[src/rtl/rx_align_pkg.sv]
// Shared types and widths for the deserializer word aligner.
// The rotate helper describes what a bit-slipped training word looks like.
package rx_align_pkg;

  localparam int WORD_W = 8;
  localparam int SLIP_W = 3;
  localparam int TAP_W  = 7;

  localparam logic [WORD_W-1:0] DEF_TRAIN_PATTERN = 8'hA5;

  typedef enum logic [2:0] {
    ST_IDLE   = 3'd0,
    ST_WAIT   = 3'd1,
    ST_CHECK  = 3'd2,
    ST_SLIP   = 3'd3,
    ST_STEP   = 3'd4,
    ST_LOCKED = 3'd5,
    ST_FAIL   = 3'd6
  } align_state_t;

  // Left-rotate a word by n bit positions (n = 0..7).
  function automatic logic [WORD_W-1:0] pattern_rotate(input logic [WORD_W-1:0] w,
                                                       input logic [2:0] n);
    logic [3:0] s;
    s = {1'b0, n};
    return (w << s) | (w >> (4'd8 - s));
  endfunction

endpackage

[src/rtl/rx_word_align_if.sv]
// Signal bundle between the aligner and its deserializer / IODELAY / downstream logic.
interface rx_word_align_if;
  import rx_align_pkg::*;

  logic              start;
  logic [WORD_W-1:0] q_in;
  logic              calib;
  logic              dly_sdtap;
  logic              dly_value;
  logic              dly_setn;
  logic [SLIP_W-1:0] slip_cnt;
  logic [TAP_W-1:0]  tap_cnt;
  logic              locked;
  logic              fail;
  logic [WORD_W-1:0] data_out;
  logic              data_valid;

  modport master (
    output start, q_in,
    input  calib, dly_sdtap, dly_value, dly_setn, slip_cnt, tap_cnt,
           locked, fail, data_out, data_valid
  );

  modport slave (
    input  start, q_in,
    output calib, dly_sdtap, dly_value, dly_setn, slip_cnt, tap_cnt,
           locked, fail, data_out, data_valid
  );

endinterface

[src/rtl/rx_word_align.sv]
// Training controller: bit-slips the IDES8 and steps the IODELAY until the
// training word is seen MATCH_COUNT times in a row, then forwards aligned data.
module rx_word_align
  import rx_align_pkg::*;
#(
  parameter logic [WORD_W-1:0] TRAIN_PATTERN = DEF_TRAIN_PATTERN,
  parameter int                MATCH_COUNT   = 16,
  parameter int                SLIP_WAIT     = 4,
  parameter int                DLY_STEPS     = 32
) (
  input  logic             pclk,
  input  logic             reset,
  rx_word_align_if.slave   bus
);

  localparam logic [7:0]       MATCH_LAST = 8'(MATCH_COUNT - 1);
  localparam logic [3:0]       WAIT_LOAD  = 4'(SLIP_WAIT);
  localparam logic [TAP_W-1:0] TAP_MAX    = TAP_W'(DLY_STEPS);

  align_state_t      r_state, w_state_nxt;
  logic [7:0]        r_match, w_match_nxt;
  logic [3:0]        r_wait,  w_wait_nxt;
  logic [SLIP_W-1:0] r_slip,  w_slip_nxt;
  logic [TAP_W-1:0]  r_tap,   w_tap_nxt;
  logic              r_calib, r_dly_value, r_locked, r_fail, r_data_valid;
  logic [WORD_W-1:0] r_data_out;

  // Next-state and counter update; start wins over every state.
  always_comb begin
    w_state_nxt = r_state;
    w_match_nxt = r_match;
    w_wait_nxt  = r_wait;
    w_slip_nxt  = r_slip;
    w_tap_nxt   = r_tap;
    if (bus.start) begin
      w_state_nxt = ST_WAIT;
      w_match_nxt = 8'd0;
      w_wait_nxt  = WAIT_LOAD;
      w_slip_nxt  = 3'd0;
      w_tap_nxt   = 7'd0;
    end else begin
      case (r_state)
        ST_IDLE: w_state_nxt = ST_IDLE;
        ST_WAIT: begin
          if (r_wait == 4'd0) begin
            w_state_nxt = ST_CHECK;
          end else begin
            w_wait_nxt = r_wait - 4'd1;
          end
        end
        ST_CHECK: begin
          if (bus.q_in == TRAIN_PATTERN) begin
            w_match_nxt = r_match + 8'd1;
            if (r_match == MATCH_LAST) begin
              w_state_nxt = ST_LOCKED;
            end else begin
              w_state_nxt = ST_CHECK;
            end
          end else begin
            w_match_nxt = 8'd0;
            // slip_cnt only wraps through a tap step; taps saturate into FAIL
            if (r_slip != 3'd7) begin
              w_state_nxt = ST_SLIP;
              w_slip_nxt  = r_slip + 3'd1;
            end else if (r_tap < TAP_MAX) begin
              w_state_nxt = ST_STEP;
              w_tap_nxt   = r_tap + 7'd1;
              w_slip_nxt  = 3'd0;
            end else begin
              w_state_nxt = ST_FAIL;
            end
          end
        end
        ST_SLIP, ST_STEP: begin
          w_state_nxt = ST_WAIT;
          w_wait_nxt  = WAIT_LOAD;
        end
        ST_LOCKED: w_state_nxt = ST_LOCKED;
        ST_FAIL:   w_state_nxt = ST_FAIL;
        default:   w_state_nxt = ST_IDLE;
      endcase
    end
  end

  // State, counters and registered outputs (outputs decoded from the next state).
  always_ff @(posedge pclk) begin
    if (reset) begin
      r_state      <= ST_IDLE;
      r_match      <= 8'd0;
      r_wait       <= 4'd0;
      r_slip       <= 3'd0;
      r_tap        <= 7'd0;
      r_calib      <= 1'b0;
      r_dly_value  <= 1'b0;
      r_locked     <= 1'b0;
      r_fail       <= 1'b0;
      r_data_valid <= 1'b0;
      r_data_out   <= 8'd0;
    end else begin
      r_state      <= w_state_nxt;
      r_match      <= w_match_nxt;
      r_wait       <= w_wait_nxt;
      r_slip       <= w_slip_nxt;
      r_tap        <= w_tap_nxt;
      r_calib      <= (w_state_nxt == ST_SLIP);
      r_dly_value  <= (w_state_nxt == ST_STEP);
      r_locked     <= (w_state_nxt == ST_LOCKED);
      r_fail       <= (w_state_nxt == ST_FAIL);
      r_data_valid <= (w_state_nxt == ST_LOCKED);
      r_data_out   <= bus.q_in;
    end
  end

  assign bus.calib      = r_calib;
  assign bus.dly_value  = r_dly_value;
  assign bus.dly_sdtap  = 1'b0;
  assign bus.dly_setn   = 1'b0;
  assign bus.slip_cnt   = r_slip;
  assign bus.tap_cnt    = r_tap;
  assign bus.locked     = r_locked;
  assign bus.fail       = r_fail;
  assign bus.data_out   = r_data_out;
  assign bus.data_valid = r_data_valid;

endmodule

[src/flat_wrapper.sv]
// flat-port wrapper written by rule: the top's interface ports become plain ports
module rx_word_align_flat import rx_align_pkg::*;
#(
  parameter logic [WORD_W-1:0] TRAIN_PATTERN = DEF_TRAIN_PATTERN,
  parameter int                MATCH_COUNT   = 16,
  parameter int                SLIP_WAIT     = 4,
  parameter int                DLY_STEPS     = 32
)
  (pclk, reset, bus_start, bus_q_in, bus_calib, bus_dly_sdtap, bus_dly_value, bus_dly_setn, bus_slip_cnt, bus_tap_cnt, bus_locked, bus_fail, bus_data_out, bus_data_valid);
  rx_word_align_if bus_i ();
  input  logic pclk;
  input  logic reset;
  input wire logic [$bits(bus_i.start)-1:0] bus_start;
  input wire logic [$bits(bus_i.q_in)-1:0] bus_q_in;
  output wire logic [$bits(bus_i.calib)-1:0] bus_calib;
  output wire logic [$bits(bus_i.dly_sdtap)-1:0] bus_dly_sdtap;
  output wire logic [$bits(bus_i.dly_value)-1:0] bus_dly_value;
  output wire logic [$bits(bus_i.dly_setn)-1:0] bus_dly_setn;
  output wire logic [$bits(bus_i.slip_cnt)-1:0] bus_slip_cnt;
  output wire logic [$bits(bus_i.tap_cnt)-1:0] bus_tap_cnt;
  output wire logic [$bits(bus_i.locked)-1:0] bus_locked;
  output wire logic [$bits(bus_i.fail)-1:0] bus_fail;
  output wire logic [$bits(bus_i.data_out)-1:0] bus_data_out;
  output wire logic [$bits(bus_i.data_valid)-1:0] bus_data_valid;
  assign bus_i.start = bus_start;
  assign bus_i.q_in = bus_q_in;
  assign bus_calib = bus_i.calib;
  assign bus_dly_sdtap = bus_i.dly_sdtap;
  assign bus_dly_value = bus_i.dly_value;
  assign bus_dly_setn = bus_i.dly_setn;
  assign bus_slip_cnt = bus_i.slip_cnt;
  assign bus_tap_cnt = bus_i.tap_cnt;
  assign bus_locked = bus_i.locked;
  assign bus_fail = bus_i.fail;
  assign bus_data_out = bus_i.data_out;
  assign bus_data_valid = bus_i.data_valid;
  rx_word_align #(.TRAIN_PATTERN(TRAIN_PATTERN), .MATCH_COUNT(MATCH_COUNT), .SLIP_WAIT(SLIP_WAIT), .DLY_STEPS(DLY_STEPS)) u_core (.pclk(pclk), .reset(reset), .bus(bus_i));
endmodule
[config.mk]
export PLATFORM = sky130hd
export DESIGN_NAME = rx_word_align_flat
export DESIGN_NICKNAME = d
export VERILOG_FILES = /design/src/rtl/rx_align_pkg.sv /design/src/rtl/rx_word_align_if.sv /design/src/rtl/rx_word_align.sv /design/src/flat_wrapper.sv
export SDC_FILE = /design/constraint.sdc
export NUM_CORES = 1
export LEC_CHECK = 0
export CORE_ASPECT_RATIO = 0.75
export CORE_UTILIZATION = 55
export CTS_BUF_LIST = sky130_fd_sc_hd__clkbuf_8
export CTS_CLUSTER_SIZE = 8
export DETAILED_ROUTE_END_ITERATION = 10
export GPL_ROUTABILITY_DRIVEN = 1
export PLACE_DENSITY_LB_ADDON = 0.1
export SYNTH_ARGS = -nofsm -noshare
export SYNTH_HDL_FRONTEND = slang
export SYNTH_SLANG_ARGS = --single-unit
[constraint.sdc]
create_clock -name pclk -period 4.55 [get_ports pclk]
set_clock_uncertainty 0.1 [all_clocks]
set_input_delay 1.1375 -clock pclk [delete_from_list [all_inputs] [get_ports pclk]]
set_output_delay 1.1375 -clock pclk [all_outputs]
set_load 0.05 [all_outputs]
# Word-level counts from Yosys, hierarchy flattened
# Cells that the tools add are included.
word_totals:
  register_bits: 37
  in_bits: 11
  out_inout_bits: 25
  elab_cells: 56
op_classes:
  addsub: 4
  magnitude_cmp: 1
  n_eq_ne: 15
  n_mux: 13
  bitwise_logic: 2
  n_reduce_logical: 10
ops:
  columns: ["operator", "count"]
  rows:
  - ["3-bit two-way mux", 8]
  - ["3-bit equality test, second input constant", 6]
  - ["3-bit case mux with 5 select lines", 1]
  - ["3-bit by 2-bit equality test with 1-bit output, second input constant", 3]
  - ["8-bit by 1-bit adder with 8-bit output, second input constant", 1]
  - ["8-bit by 4-bit equality test with 1-bit output, second input constant", 1]
  - ["8-bit equality test, second input constant", 1]
  - ["8-bit two-way mux", 1]
  - ["4-bit case mux with 2 select lines", 1]
  - ["7-bit by 1-bit adder with 7-bit output, second input constant", 1]
  - ["7-bit by 6-bit < comparator with 1-bit output, second input constant", 1]
  - ["3-bit != test, second input constant", 2]
  - ["4-bit logical NOT", 1]
  - ["4-bit two-way mux", 1]
  - ["2-bit AND reduction", 2]
  - ["4-bit AND reduction", 1]
  - ["2-bit nonzero test", 2]
  - ["2-bit OR reduction", 2]
  - ["4-bit by 1-bit subtractor with 4-bit output, second input constant", 1]
  - ["3-bit by 1-bit adder with 3-bit output, second input constant", 1]
  - ["3-bit by 1-bit equality test with 1-bit output, second input constant", 1]
  - ["3-bit AND reduction", 1]
  - ["3-bit nonzero test", 1]
  - ["2-bit two-way mux", 1]
  - ["other kinds (2)", 3]

# Longest topological paths before layout
depth:
  word_depth: 7
  mapped_depth: 6
  mapped_depth_nobuf: 6

# Least setup slack after synthesis
# No wires, ideal clock.
synth_timing:
  path_type: "input port to flip-flop"
  startpoint: "input bus_q_in[4]"
  endpoint: "register u_core.r_slip[2], in the netlist u_core.bus.slip_cnt[2]"
  setup_time_ns: 0.124
  arrival_time_ns: 2.276
  required_time_ns: 4.326
  path_slack_ns: 2.050
  cell_stages: 4
  n_path_buf: 0
  path_cell_list: "or4bb_1 o211ai_1 mux2i_1 nor2_1"
synth_between:
  elab_chain_len: 3
synth_lines:
  columns: ["item", "line_no", "rtl"]
  rows:
  - ["start: declaration", "flat_wrapper.sv:14", "input wire logic [$bits(bus_i.q_in)-1:0] bus_q_in;"]
  - ["8-bit equality test", "rx_word_align.sv:52", "if (bus.q_in == TRAIN_PATTERN) begin"]
  - ["1-bit NOT (no line)", null, null]
  - ["3-bit AND reduction (no line)", null, null]
  - ["end signal: assignment", "rx_word_align.sv:103", "r_slip <= w_slip_nxt;"]
  - ["end: declaration", "rx_word_align.sv:23", "logic [SLIP_W-1:0] r_slip, w_slip_nxt;"]
# Every way passes these cells.
# A chain may end at the register's enable or synchronous reset.

==> metrics.md <==
| Metric | Value |
|---|---|
| Area post-placement | 0.00202 sq mm |
| Sequential fraction of the synthesis area | a little over two fifths |
| Post-Synth Adder-Cell Area | under 10% |
| CTS tree | done |
| I/O pin total | 36 |
| Required time of the critical path | ~4.7 ns |
| DRC | 0 |
| Synth Area in Simple Gates | between 20% and 30% |
| Internal power | 0.495 mW |
| Final core occ | 72.2% |
| Antenna diode count | 0 |
| Die W | around 66 microns |
| Final Cycle Share | roughly 64% |
| Main combinational cell family by area after synthesis | simple AND/OR/NAND/NOR gates |
| Arrival time worst endpoint | 3.03 ns |
| Top-area cell type share of the netlist area | between 40% and 50% |
| PortBufs | 33 |
| Total routed wirelength | between 3 and 4 mm |
| Fin area | approximately 0.0021 sq mm |
| Synth cell count leaders | dfxtp_1 (37), nor2_1 (22), nor2b_1 (10), nand2_1 (9), nand3_1 (8) |
| Max-slew headroom | between 50% and 60% |
| HP Start | u_core.r_match[1] |
| WL per Instance | 13.1 microns |
| Dpl ws | around 1.4 ns |
| Synthesized flop and latch total | 37 |
| Hold Fails Final Rpt | 0 |
| Mapped Area | roughly 0.0017 sq mm |
| Clock power share | roughly 38% |
| Fraction of synthesized cell area in xor and xnor cells | between 6 and 7% |
| Pwr dens | 305 mW/mm^2 |
| Initial Util | between 50% and 60% |
| Vias in the first global route | 1274 |
| RR Startpoint | u_core.bus.slip_cnt[0] |
| Switch share | 23.5% |
| Leakage | 0.756 nW |
| Most common cell in the synthesized netlist | dfxtp_1 |
| Sw Pwr | 0.152 mW |
| Sequential power share | 51.7% |
| Async S/R FF share, synth | 0% |
| Setup bufs post-CTS | 0 |
| Largest cells by area after synthesis | dfxtp_1 (44%), nor2_1 (4.9%), ha_1 (3.7%) |
| Post-synthesis mux area share | 2.36% |
| # hold bufs at CTS | 0 |
| Hold slack final | around 0.39 ns |
| Drt pass-1 iters | 4 |
| Cts bufs inserted | 5 |
| Tot Pwr | 0.647 mW |
| Period minus WS final | about 3 ns |
| Library cells used by synthesis | 51 |
| Cell taking the most area after synthesis | dfxtp_1 |
| Via density | about 5.5 |
| Post-synth EDFFs | 0 |
| Max-cap viol count | 0 |
| Final worst slack | roughly 1.6 ns |
| WS Path Type | input pin to flop |
| Layout cells sized above 1 | just under 9% |
| Layout area overhead | 24.9% |
| Global route overflow | 0 |
| Initial antenna violation count | 0 |
| Worst vdd ir | between 0.2 and 0.25 mV |
| Maximum clock rate | approximately 0.34 GHz |
| Worst setup path startpoint | reset |
| Setup TNS | 0 ns |
| Clk buf depth | 2 |
| Crit-path max FO | 12 |
| Number of clock sinks | 37 |
| Pin count of the biggest net entering global routing | 13 |
| Total core area | roughly 0.003 sq mm |
| Top_reg_cell synth | dfxtp_1 |
| Global Route Usage Sum | ~23% |
| Cells after Synth | 180 |
| Clock Tree Root | clkbuf_8 |
| Synth Area in Compound Gates | roughly 12% |
| CP Capture Type | flop |
| Row cnt | 17 |
| Clk slew on worst S/H paths | about 0.07 ns |
| Total Nets Final | approximately 230 |
| DP HPWL | roughly 2.5 mm |
| Max-slew violation count | 0 |
| Post-cts sizing count | 0 |
| Post-Place Cells | approximately 240 |
| Starting DRT DRC Count | 76 |
| H-tree Lvls | 2 |
| DIE HEIGHT | 50.1 microns |
| Vias post-DR | approximately 1400 |
| RSZ-0062 raised after global routing | no |
| Status | complete, no violations |
| Die area | approximately 0.0033 sq mm |
| First-pass GRT wire length | 5.55 mm |
| Avg Inst Size Synth | roughly 9.4 sq um |
| Worst Max-Slew Pin Slew | about 0.65 ns |
| Final ANT Viol Nets | 0 |
| Worst Setup Start Kind | input pin |
| Worst skew pair latency | 0.29 ns |
| Non-filler cells in the finished layout | ~250 |
| Hold Crit Class | flop to flop |
| Routability cong. | between 0.8 and 0.9 |
| Setup violators final | 0 |
| Synth warn | 0 |
| Comb power frac | between 10% and 20% |
==> cell families (layout without fill, tap and decap cells) <==
| logic type | count (synthesis) | count (layout) |
|---|---|---|
| DFF | 37 | 37 |
| adders and majority gates | 5 | 5 |
| muxes | 4 | 4 |
| buffers and inverters | 12 | 44 |
| other | 1 | 2 |
| and+or+nand+nor | 81 | 81 |
| AOI/OAI and AO/OA | 28 | 28 |
| xor gates and xnor gates | 12 | 12 |
==> worst paths after layout <==
check | endpoint | slack (ns) | depth (start not counted)
max reg2reg | u_core.bus.tap_cnt[3] | 2.37 | 6
min | u_core.r_match[1] | 0.39 | 2
min reg2reg | u_core.r_match[1] | 0.39 | 2
max | u_core.bus.dly_value | 1.62 | 5
==> registers in the layout, indices dropped and copies added (netlist names) <==
name and flops:
u_core.bus.tap_cnt 7, u_core.bus.fail 1, u_core.bus.data_valid 1, u_core.r_wait 4
u_core.bus.calib 1, u_core.r_state 3, u_core.bus.slip_cnt 3, u_core.bus.data_out 8
u_core.bus.dly_value 1, u_core.r_match 8
==> per-layer routing <==
layer | track usage, % | up-vias | share of wire (%) | wire [microns]
met5 | 0 | - | 0 | 0
met4 | 10.3 | 0 | 1.4 | 45
met3 | 6.71 | 8 | 6.6 | 218
met2 | 33.8 | 47 | 43 | 1430
met1 | 29.8 | 622 | 49 | 1600
li1 | - | 696 | - | -
==> cell type report <==
cell class / count / area (sq um)
multi-input combinational: 132 / 888
clock inverter: 1 / 5.00
timing repair buffer: 33 / 330
inverter: 3 / 11.3
sequential: 37 / 741
fill: 216 / 816
clock buffer: 7 / 96.3
tap: 38 / 47.5
==> critical path, stage by stage <==
cell and delay, ns:
clkdlybuf4s50_1 0.63, nor2_1 0.46, nand3_1 0.30, a2111o_1 0.35, nor3_1 0.15
==> layout by cell type, fill, tap and decap left out, types with 2 or more instances in the layout <==
cell type	n
or3b_1	2
a21boi_0	2
nor3b_1	2
or3b_2	2
or2_2	2
ha_1	5
nor2_1	22
a21oi_1	7
nand3_1	8
nor3_1	4
xnor2_1	7
nor2b_1	10
or3_1	2
and4bb_2	2
clkbuf_8	7
or4bb_1	2
inv_1	3
conb_1	2
nand2b_1	2
mux2i_1	4
nand2_1	9
o21ai_0	3
xor2_1	5
clkdlybuf4s50_1	33
nand4_1	4
nor4_1	2
dfxtp_1	37
==> power groups by stage <==
stage | clock network, mW | logic [mW] | registers, mW
global placement | 0 | 0.0662 | 0.341
global route | 0.267 | 0.0736 | 0.335
finish | 0.244 | 0.0684 | 0.335
CTS | 0.251 | 0.0684 | 0.334
detailed placement | 0 | 0.0680 | 0.342
floorplan | 0 | 0.0353 | 0.354
No activity file was read; power rests on OpenSTA's default activity.
